**src/rtl/instr_fetch_ctrl.sv**
```systemverilog
// instr_fetch_ctrl: PC sequencer feeding a small fetch queue with redirect and fault handling
module instr_fetch_ctrl #(
  parameter logic [31:0] RESET_PC  = 32'h0000_0000,
  parameter int          DEPTH     = 4,
  parameter int          MEM_WORDS = 32
) (
  input  logic                     clk,
  input  logic                     rst_n,
  input  logic                     fetch_en,
  input  logic                     redirect_valid,
  input  logic [31:0]              redirect_pc,
  output logic [31:0]              imem_addr,
  input  logic [31:0]              imem_rdata,
  output logic                     inst_valid,
  input  logic                     inst_ready,
  output logic [31:0]              inst_data,
  output logic [31:0]              inst_pc,
  output logic [$clog2(DEPTH):0]   queue_count,
  output logic                     fetch_fault
);
  localparam int          AW    = $clog2(DEPTH);
  localparam logic [32:0] LIMIT = 33'(MEM_WORDS) * 33'd4;
  localparam logic [AW:0] FULL  = (AW+1)'(DEPTH);
  logic [31:0]   pc_q;
  logic [AW:0]   count;
  logic [AW-1:0] wr_ptr, rd_ptr;
  logic [31:0]   data_mem [DEPTH];
  logic [31:0]   pc_mem [DEPTH];
  logic          pop, in_range, try_fetch, fire, fault_set;
  assign imem_addr   = pc_q;
  assign inst_valid  = count != '0;
  assign inst_data   = data_mem[rd_ptr];
  assign inst_pc     = pc_mem[rd_ptr];
  assign queue_count = count;
  // fetch/pop decisions; a full queue may still accept a word when the head leaves this cycle
  always_comb begin
    in_range  = {1'b0, pc_q} < LIMIT;
    pop       = inst_valid & inst_ready;
    try_fetch = fetch_en & ~redirect_valid & ~fetch_fault;
    fire      = try_fetch & in_range & ((count < FULL) | pop);
    fault_set = try_fetch & ~in_range;
  end
  // PC, pointers, occupancy and sticky fault; a redirect flushes everything and wins
  always_ff @(posedge clk or negedge rst_n) begin
    if (!rst_n) begin
      pc_q        <= RESET_PC;
      count       <= '0;
      wr_ptr      <= '0;
      rd_ptr      <= '0;
      fetch_fault <= 1'b0;
    end else if (redirect_valid) begin
      pc_q        <= {redirect_pc[31:2], 2'b00};
      count       <= '0;
      wr_ptr      <= '0;
      rd_ptr      <= '0;
      fetch_fault <= 1'b0;
    end else begin
      if (fire) begin
        pc_q   <= pc_q + 32'd4;
        wr_ptr <= wr_ptr + AW'(1);
      end
      if (pop) rd_ptr <= rd_ptr + AW'(1);
      if (fault_set) fetch_fault <= 1'b1;
      count <= count + (AW+1)'(fire) - (AW+1)'(pop);
    end
  end
  // queue storage, cleared on reset so the head outputs are never unknown
  always_ff @(posedge clk or negedge rst_n) begin
    if (!rst_n) begin
      for (int i = 0; i < DEPTH; i++) begin
        data_mem[i] <= '0;
        pc_mem[i]   <= '0;
      end
    end else if (fire) begin
      data_mem[wr_ptr] <= imem_rdata;
      pc_mem[wr_ptr]   <= pc_q;
    end
  end
endmodule

```
**config.mk**
```make
export PLATFORM = sky130hd
export DESIGN_NAME = instr_fetch_ctrl
export DESIGN_NICKNAME = d
export VERILOG_FILES = /design/src/rtl/instr_fetch_ctrl.sv
export SDC_FILE = /design/constraint.sdc
export NUM_CORES = 1
export LEC_CHECK = 0
export CORE_MARGIN = 5
export CORE_UTILIZATION = 55
export CTS_BUF_LIST = sky130_fd_sc_hd__clkbuf_16
export DETAILED_ROUTE_END_ITERATION = 12
export PLACE_DENSITY = 0.8
export SETUP_SLACK_MARGIN = 0.4
export SLEW_MARGIN = 20
export SYNTH_ARGS = -nofsm -noshare
export SYNTH_HDL_FRONTEND = slang
export SYNTH_SLANG_ARGS = --single-unit
```
**constraint.sdc**
```tcl
create_clock -name clk -period 3.35 [get_ports clk]
set_clock_uncertainty 0.05 [all_clocks]
set_input_delay 0.67 -clock clk [delete_from_list [all_inputs] [get_ports clk]]
set_output_delay 0.67 -clock clk [all_outputs]
set_load 0.005 [all_outputs]
```
==> results of run 1 <==
-- sequential cells by signal (all words and copies together), names as in the netlist --
register / count
data_mem: 128
fetch_fault: 1
imem_addr: 30
pc_mem: 120
queue_count: 3
rd_ptr: 2
wr_ptr: 2
-- critical path, delay by kind of cell, from the launching register on --
| kind | cells | cell delay (ps) |
|---|---|---|
| buf+inv | 2 | 740 |
| mux | 1 | 540 |
| flops | 1 | 470 |
-- cells by family (layout without fill, tap and decap cells) --
| logic type | count (synthesis) | in the layout | share of synthesized area |
|---|---|---|---|
| xor+xnor | 4 | 4 | 0.00291 |
| other cells | 1 | 4 | 0.000311 |
| fa+ha+maj | 8 | 8 | 0.00894 |
| simple gates | 157 | 157 | 0.0844 |
| buf+inv | 57 | 246 | 0.0221 |
| compound gates | 18 | 18 | 0.0102 |
| flops | 286 | 286 | 0.594 |
| mux | 234 | 234 | 0.277 |
-- metal layers --
layer | GRT usage | vias up | share of wire
li1 | - | 3103 | -
met1 | 0.290 | 3532 | 0.46
met2 | 0.317 | 178 | 0.46
met3 | 0.0459 | 28 | 0.065
met4 | 0.0378 | 0 | 0.013
met5 | 0 | - | 0
-- power breakdown --
part	switching [uW]	internal, uW
registers	100	3520
clock network	1300	1900
logic	476	596
-- placed cells by master (no fill, tap or decap), types with 3 or more instances in the layout --
cell	synthesis	final
a21oi_1	4	4
nor2b_1	7	7
nand4_1	10	10
mux2_2	67	67
clkdlybuf4s50_1	0	137
clkinv_1	0	10
nor3_1	5	5
nand3_1	6	6
nand2_1	5	5
dfrtp_1	286	284
clkinv_2	0	6
and2_1	101	101
clkbuf_16	0	32
nor2_1	9	9
nand4_4	3	3
inv_1	7	11
dlymetal6s2s_1	0	24
ha_1	7	7
bufinv_16	0	3
mux4_2	62	62
o31ai_1	6	6
buf_12	0	10
buf_4	7	5
conb_1	1	4
mux2_1	105	105
nor4_2	5	5
-- synth_stat cells --
master,number
xnor2_1,2
inv_1,7
mux2_2,67
a21oi_1,4
o31a_1,1
a2bb2oi_1,1
fa_1,1
nor3_1,5
nor4_2,5
nor2_1,9
mux4_2,62
nand2b_1,1
xor2_1,2
dfrtp_1,286
nand4_4,3
o211ai_1,1
nor2b_1,7
buf_1,5
buf_2,21
a31oi_1,2
buf_4,7
nand3_1,6
or4_1,1
conb_1,1
nand4_1,10
or3_1,1
mux2_1,105
and4_1,2
ha_1,7
clkbuf_1,17
o21ai_0,1
nand2_1,5
and3_1,1
a22oi_1,2
and2_1,101
o31ai_1,6
-- worst max-delay path by stage --
stage | endpoint | slack [ps] | cells past startpoint
floorplan | queue_count[2] | 840 | 11
global placement | queue_count[2] | 290 | 12
detailed placement | queue_count[2] | 230 | 12
CTS | inst_pc[23] | 290 | 3
global route | inst_pc[5] | 230 | 3
finish | inst_pc[3] | 330 | 3
-- area by class of cell --
class,count,share of cell area
inverter,7,0.00173
tap,280,0.0231
clock inverter,25,0.0125
sequential,286,0.472
clock buffer,31,0.0511
timing repair buffer,183,0.134
multi-input combinational,425,0.305
-- through the flow --
step / instances / area (sq um) / power (uW) / hold WS [ps]
floorplan: 768 / 12100 / 4200 / 324
global placement: 1178 / 14100 / 4650 / 413
detailed placement: 1178 / 14100 / 4660 / 416
CTS: 1234 / 15000 / 7910 / 93.9
global route: 1237 / 15200 / 8240 / 124
finish: 1237 / 15200 / 7890 / 73.9
-- repair_timing --
action	CTS	global route
pin swaps	0	0
cloned	0	2
setup endpoints to repair	62	62
hold endpoints to repair	0	0
gates resized for setup	5	27
setup buffers	0	1
==> flow_summary_export.csv, run 1 <==
group,metric,value,unit
run_status,status,"finished, final reports clean",
worst_setup_path,r2r_cells,11,
pwr,p_leak,0.00764,uW
routing,dr.pass1.iters,4,
global_routing,grt_pass1_vias,7616,
synth,syn_area_per_cell,15.7,sq um
clocking,cts_hold_buffers,0,
timing,min_period_over_period,0.903,
global_routing,grt_start_max_net_pins,83,
synth,synthTopCellsByArea,"dfrtp_1 (59%), mux4_2 (12%), mux2_1 (9.8%), mux2_2 (6.3%), and2_1 (5.2%)",
cells_and_area,drive_gt1_frac,0.212,
die,die_x,158,um
timing,setup_viol,0,
global_routing,overflow,0,
clocking,clk_pin_slew,60,ps
worst_setup_path,path_class,"reg2out",
flow_run,drv_cap,0,
cells_and_area,n_antenna_cell,0,
worst_setup_path,cp.arrival,2300,ps
synth,synth_area,12000,sq um
clocking,clkSinkCount,286,
timing,setup_ws,326,ps
hold_path,hold_path.class,"in2async",
routing,routed-via-count,6841,
worst_setup_path,regToRegEndpoint,"queue_count[2]",
timing,max_freq,0.331,GHz
place,dp_hpwl,14800,um
clocking,clk_path_buf_depth,3,
clocking,clk_latency,540,ps
clocking,cts_tree,"yes",
routing,detail_route.wl_per_cell,19.4,um
global_routing,antenna_found_initial,0,
die,boundaryPins,170,
worst_setup_path,cp_max_fo,26,
synth,synth_cells,765,
worst_setup_path,crit_path_max_incr_delay,540,ps
clocking,root_buffer,"clkbuf_16",
worst_setup_path,worst_setup_path_start_kind,"register",
worst_setup_path,cp-end-kind,"primary output",
clocking,numCtsBuffers,30,
cells_and_area,utilization,0.699,
pwr,powerDensity,520,nW/um^2
timing,worstMarginPinSlew,630,ps
die,initial_core_util,0.555,
synth,yosysWarnings,0,
place,gp_congestion,0.817,
cells_and_area,regArea,7160,sq um
worst_setup_path,cp-startpoint,"rd_ptr[0]",
cells_and_area,multiInputGateArea,4630,sq um
synth,synth.distinct_cells,36,
routing,route.detailed.drc,0,
die,die_height,158,um
die,core-area,21700,sq um
timing,hold_viol,0,
routing,first_iter_violations,306,
place,post-place-ws,235,ps
place,port_buffers,163,
cells_and_area,syn2layout_area_growth,26.0,%
pwr,vdd_drop_max,0.000473,V
routing,wirelength,24000,um
worst_setup_path,cp.required,2630,ps
synth,seq_area_frac_synth,0.594,
timing,finalSetupTns,0,ps
routing,ant_nets,0,
die,fp-row-count,54,
cells_and_area,fillCellCount,1424,
worst_setup_path,worst_path_max_delay_cell,"mux4_2",
timing,rsz0062_at_grt,"yes",
worst_setup_path,crit_path_cell_trace,"buf_16 > mux4_2 > clkdlybuf4s50_1",
synth,netlist.area_leader.share,0.594,
clocking,htreeDepth,1,
cells_and_area,layout.nets,1010,
synth,ys_seq_elements,286,
routing,via_per_inst,5.53,
worst_setup_path,r2r_slack,680,ps
synth,synth_top_area_cell,"dfrtp_1",
timing,relSlewSlack,0.580,
timing,drv_slew,0,
timing,period_needed,3020,ps
global_routing,grt_use_total,0.199,
global_routing,grt_pass1_wl,40000,um
worst_setup_path,timing.rr.start,"imem_addr[22]",
die,die_area,25000,sq um
Power figures use the tool's default switching activity.
==> inputs of run 2 (changes only) <==
--- a/config.mk
+++ b/config.mk
@@ -7,7 +7,6 @@
 export LEC_CHECK = 0
 export CORE_MARGIN = 5
 export CORE_UTILIZATION = 55
-export CTS_BUF_LIST = sky130_fd_sc_hd__clkbuf_16
 export DETAILED_ROUTE_END_ITERATION = 12
 export PLACE_DENSITY = 0.8
 export SETUP_SLACK_MARGIN = 0.4
==> flow_summary_export.csv, run 2 (synthesis results as in run 1) <==
group,metric,value,unit
run_status,status,"finished, final reports clean",
routing,via_per_inst,5.52,
pwr,powerDensity,534,nW/um^2
timing,min_period_over_period,0.903,
pwr,power.switching,1900,uW
die,initial_core_util,0.555,
timing,period_needed,3020,ps
worst_setup_path,cp_max_fo,26,
timing,rsz0062_at_grt,"yes",
clocking,clk_pin_slew,60,ps
die,core-area,21700,sq um
cells_and_area,final_cells,1238,
global_routing,met2_usage,0.315,
die,boundaryPins,170,
cells_and_area,layout_commonest_cell,"dfrtp_1",
worst_setup_path,cp-end-kind,"primary output",
pwr,combPwrFrac,0.133,
global_routing,grt_use_total,0.200,
routing,routed-via-count,6838,
clocking,clk_path_buf_depth,3,
clocking,cts_hold_buffers,0,
clocking,clk_latency,540,ps
die,die_height,158,um
worst_setup_path,path_class,"reg2out",
pwr,p_clk_frac,0.424,
cells_and_area,syn2layout_area_growth,26.9,%
cells_and_area,largest_register_ff_count,128,
worst_setup_path,cp.required,2630,ps
clocking,htreeDepth,1,
global_routing,met3_usage,0.0487,
global_routing,grt_pass1_wl,40100,um
hold_path,hold_path.class,"in2async",
timing,max_freq,0.331,GHz
cells_and_area,drive_gt1_frac,0.223,
timing,finalSetupTns,0,ps
worst_setup_path,cp.arrival,2300,ps
global_routing,use_met1,0.293,
cells_and_area,regMostFlops,"data_mem",
place,dp_hpwl,14800,um
place,gp_congestion,0.817,
clocking,cts_tree,"yes",
cells_and_area,n_antenna_cell,0,
cells_and_area,layout.nets,1011,
pwr,power_frac_seq,0.444,
routing,detail_route.wl_per_cell,19.6,um
clocking,root_buffer,"clkbuf_16",
worst_setup_path,worst_setup_path_start_kind,"register",
global_routing,antenna_found_initial,0,
routing,first_iter_violations,301,
timing,setup_viol,0,
timing,relSlewSlack,0.580,
pwr,vdd_drop_max,0.000473,V
cells_and_area,mostFrequentLayoutCells,"dfrtp_1 (284), clkdlybuf4s50_1 (137), mux2_1 (105)",
flow_run,drv_cap,0,
pwr,p_leak,0.00769,uW
clocking,clkSinkCount,286,
pwr,switching_share,0.233,
timing,worstMarginPinSlew,629,ps
global_routing,grt_pass1_vias,7619,
global_routing,grt_start_max_net_pins,83,
die,die_area,25000,sq um
global_routing,overflow,0,
timing,hold_viol,0,
die,fp-row-count,54,
routing,wirelength,24200,um
place,place_inst,1178,
clocking,numCtsBuffers,30,
routing,ant_nets,0,
routing,route.detailed.drc,0,
die,die_x,158,um
timing,drv_slew,0,
global_routing,top_usage_layer,"met2",
pwr,p_int,6260,uW
place,port_buffers,163,
routing,dr.pass1.iters,4,
## run 2: power by group through the flow
stage	logic (uW)	registers, uW	clock network (uW)
2_1_floorplan	565	3640	0
3_3_place_gp	976	3670	0
3_5_place_dp	982	3680	0
4_1_cts	1010	3620	3540
5_1_grt	1190	3630	3680
6_report	1080	3620	3460
## run 2: layout make-up
type,count,area (sq um)
clock buffer,45,928
clock inverter,11,136
fill,1414,6410
inverter,7,26.3
multi-input combinational,425,4630
sequential,286,7160
tap,280,350
timing repair buffer,184,2040
## run 2: critical path, stage by stage (launching register included)
cell,delay (ps)
dfrtp_4,470
buf_16,230
mux4_2,540
clkdlybuf4s50_1,510
## run 2: repair_timing
item	CTS	global route
resized for setup	5	27
setup endpoints to repair	62	62
gates cloned	0	2
pin swaps	0	0
buffers inserted	0	2
## run 2: final timing paths
check | endpoint | slack, ps | from | depth (start not counted)
worst max-delay path | inst_pc[3] | 330 | rd_ptr[0] | 3
worst min-delay path | data_mem[87] | 80 | rst_n | 1
worst max register to register | queue_count[2] | 680 | imem_addr[22] | 11
worst min register to register | pc_mem[25] | 430 | pc_mem[25] | 1
max in group asynchronous | rd_ptr[1] | 2350 | rst_n | 2
min in group clk | rd_ptr[1] | 350 | redirect_valid | 2
## run 2: stage by stage
step / total power, uW / area [sq um] / util / hold slack (ps) / setup WS, ps
floorplan: 4200 / 12100 / - / 324 / 839
global placement: 4650 / 14100 / 0.648 / 413 / 286
detailed placement: 4660 / 14100 / 0.648 / 416 / 235
CTS: 8160 / 15100 / 0.698 / 95.9 / 286
global route: 8500 / 15300 / 0.704 / 122 / 234
finish: 8160 / 15300 / 0.704 / 76.7 / 326
## run 2: routing by layer
metal | wire length (um) | share of wire
met1 | 11100 | 0.46
met2 | 11200 | 0.46
met3 | 1600 | 0.066
met4 | 336 | 0.014
met5 | 0 | 0
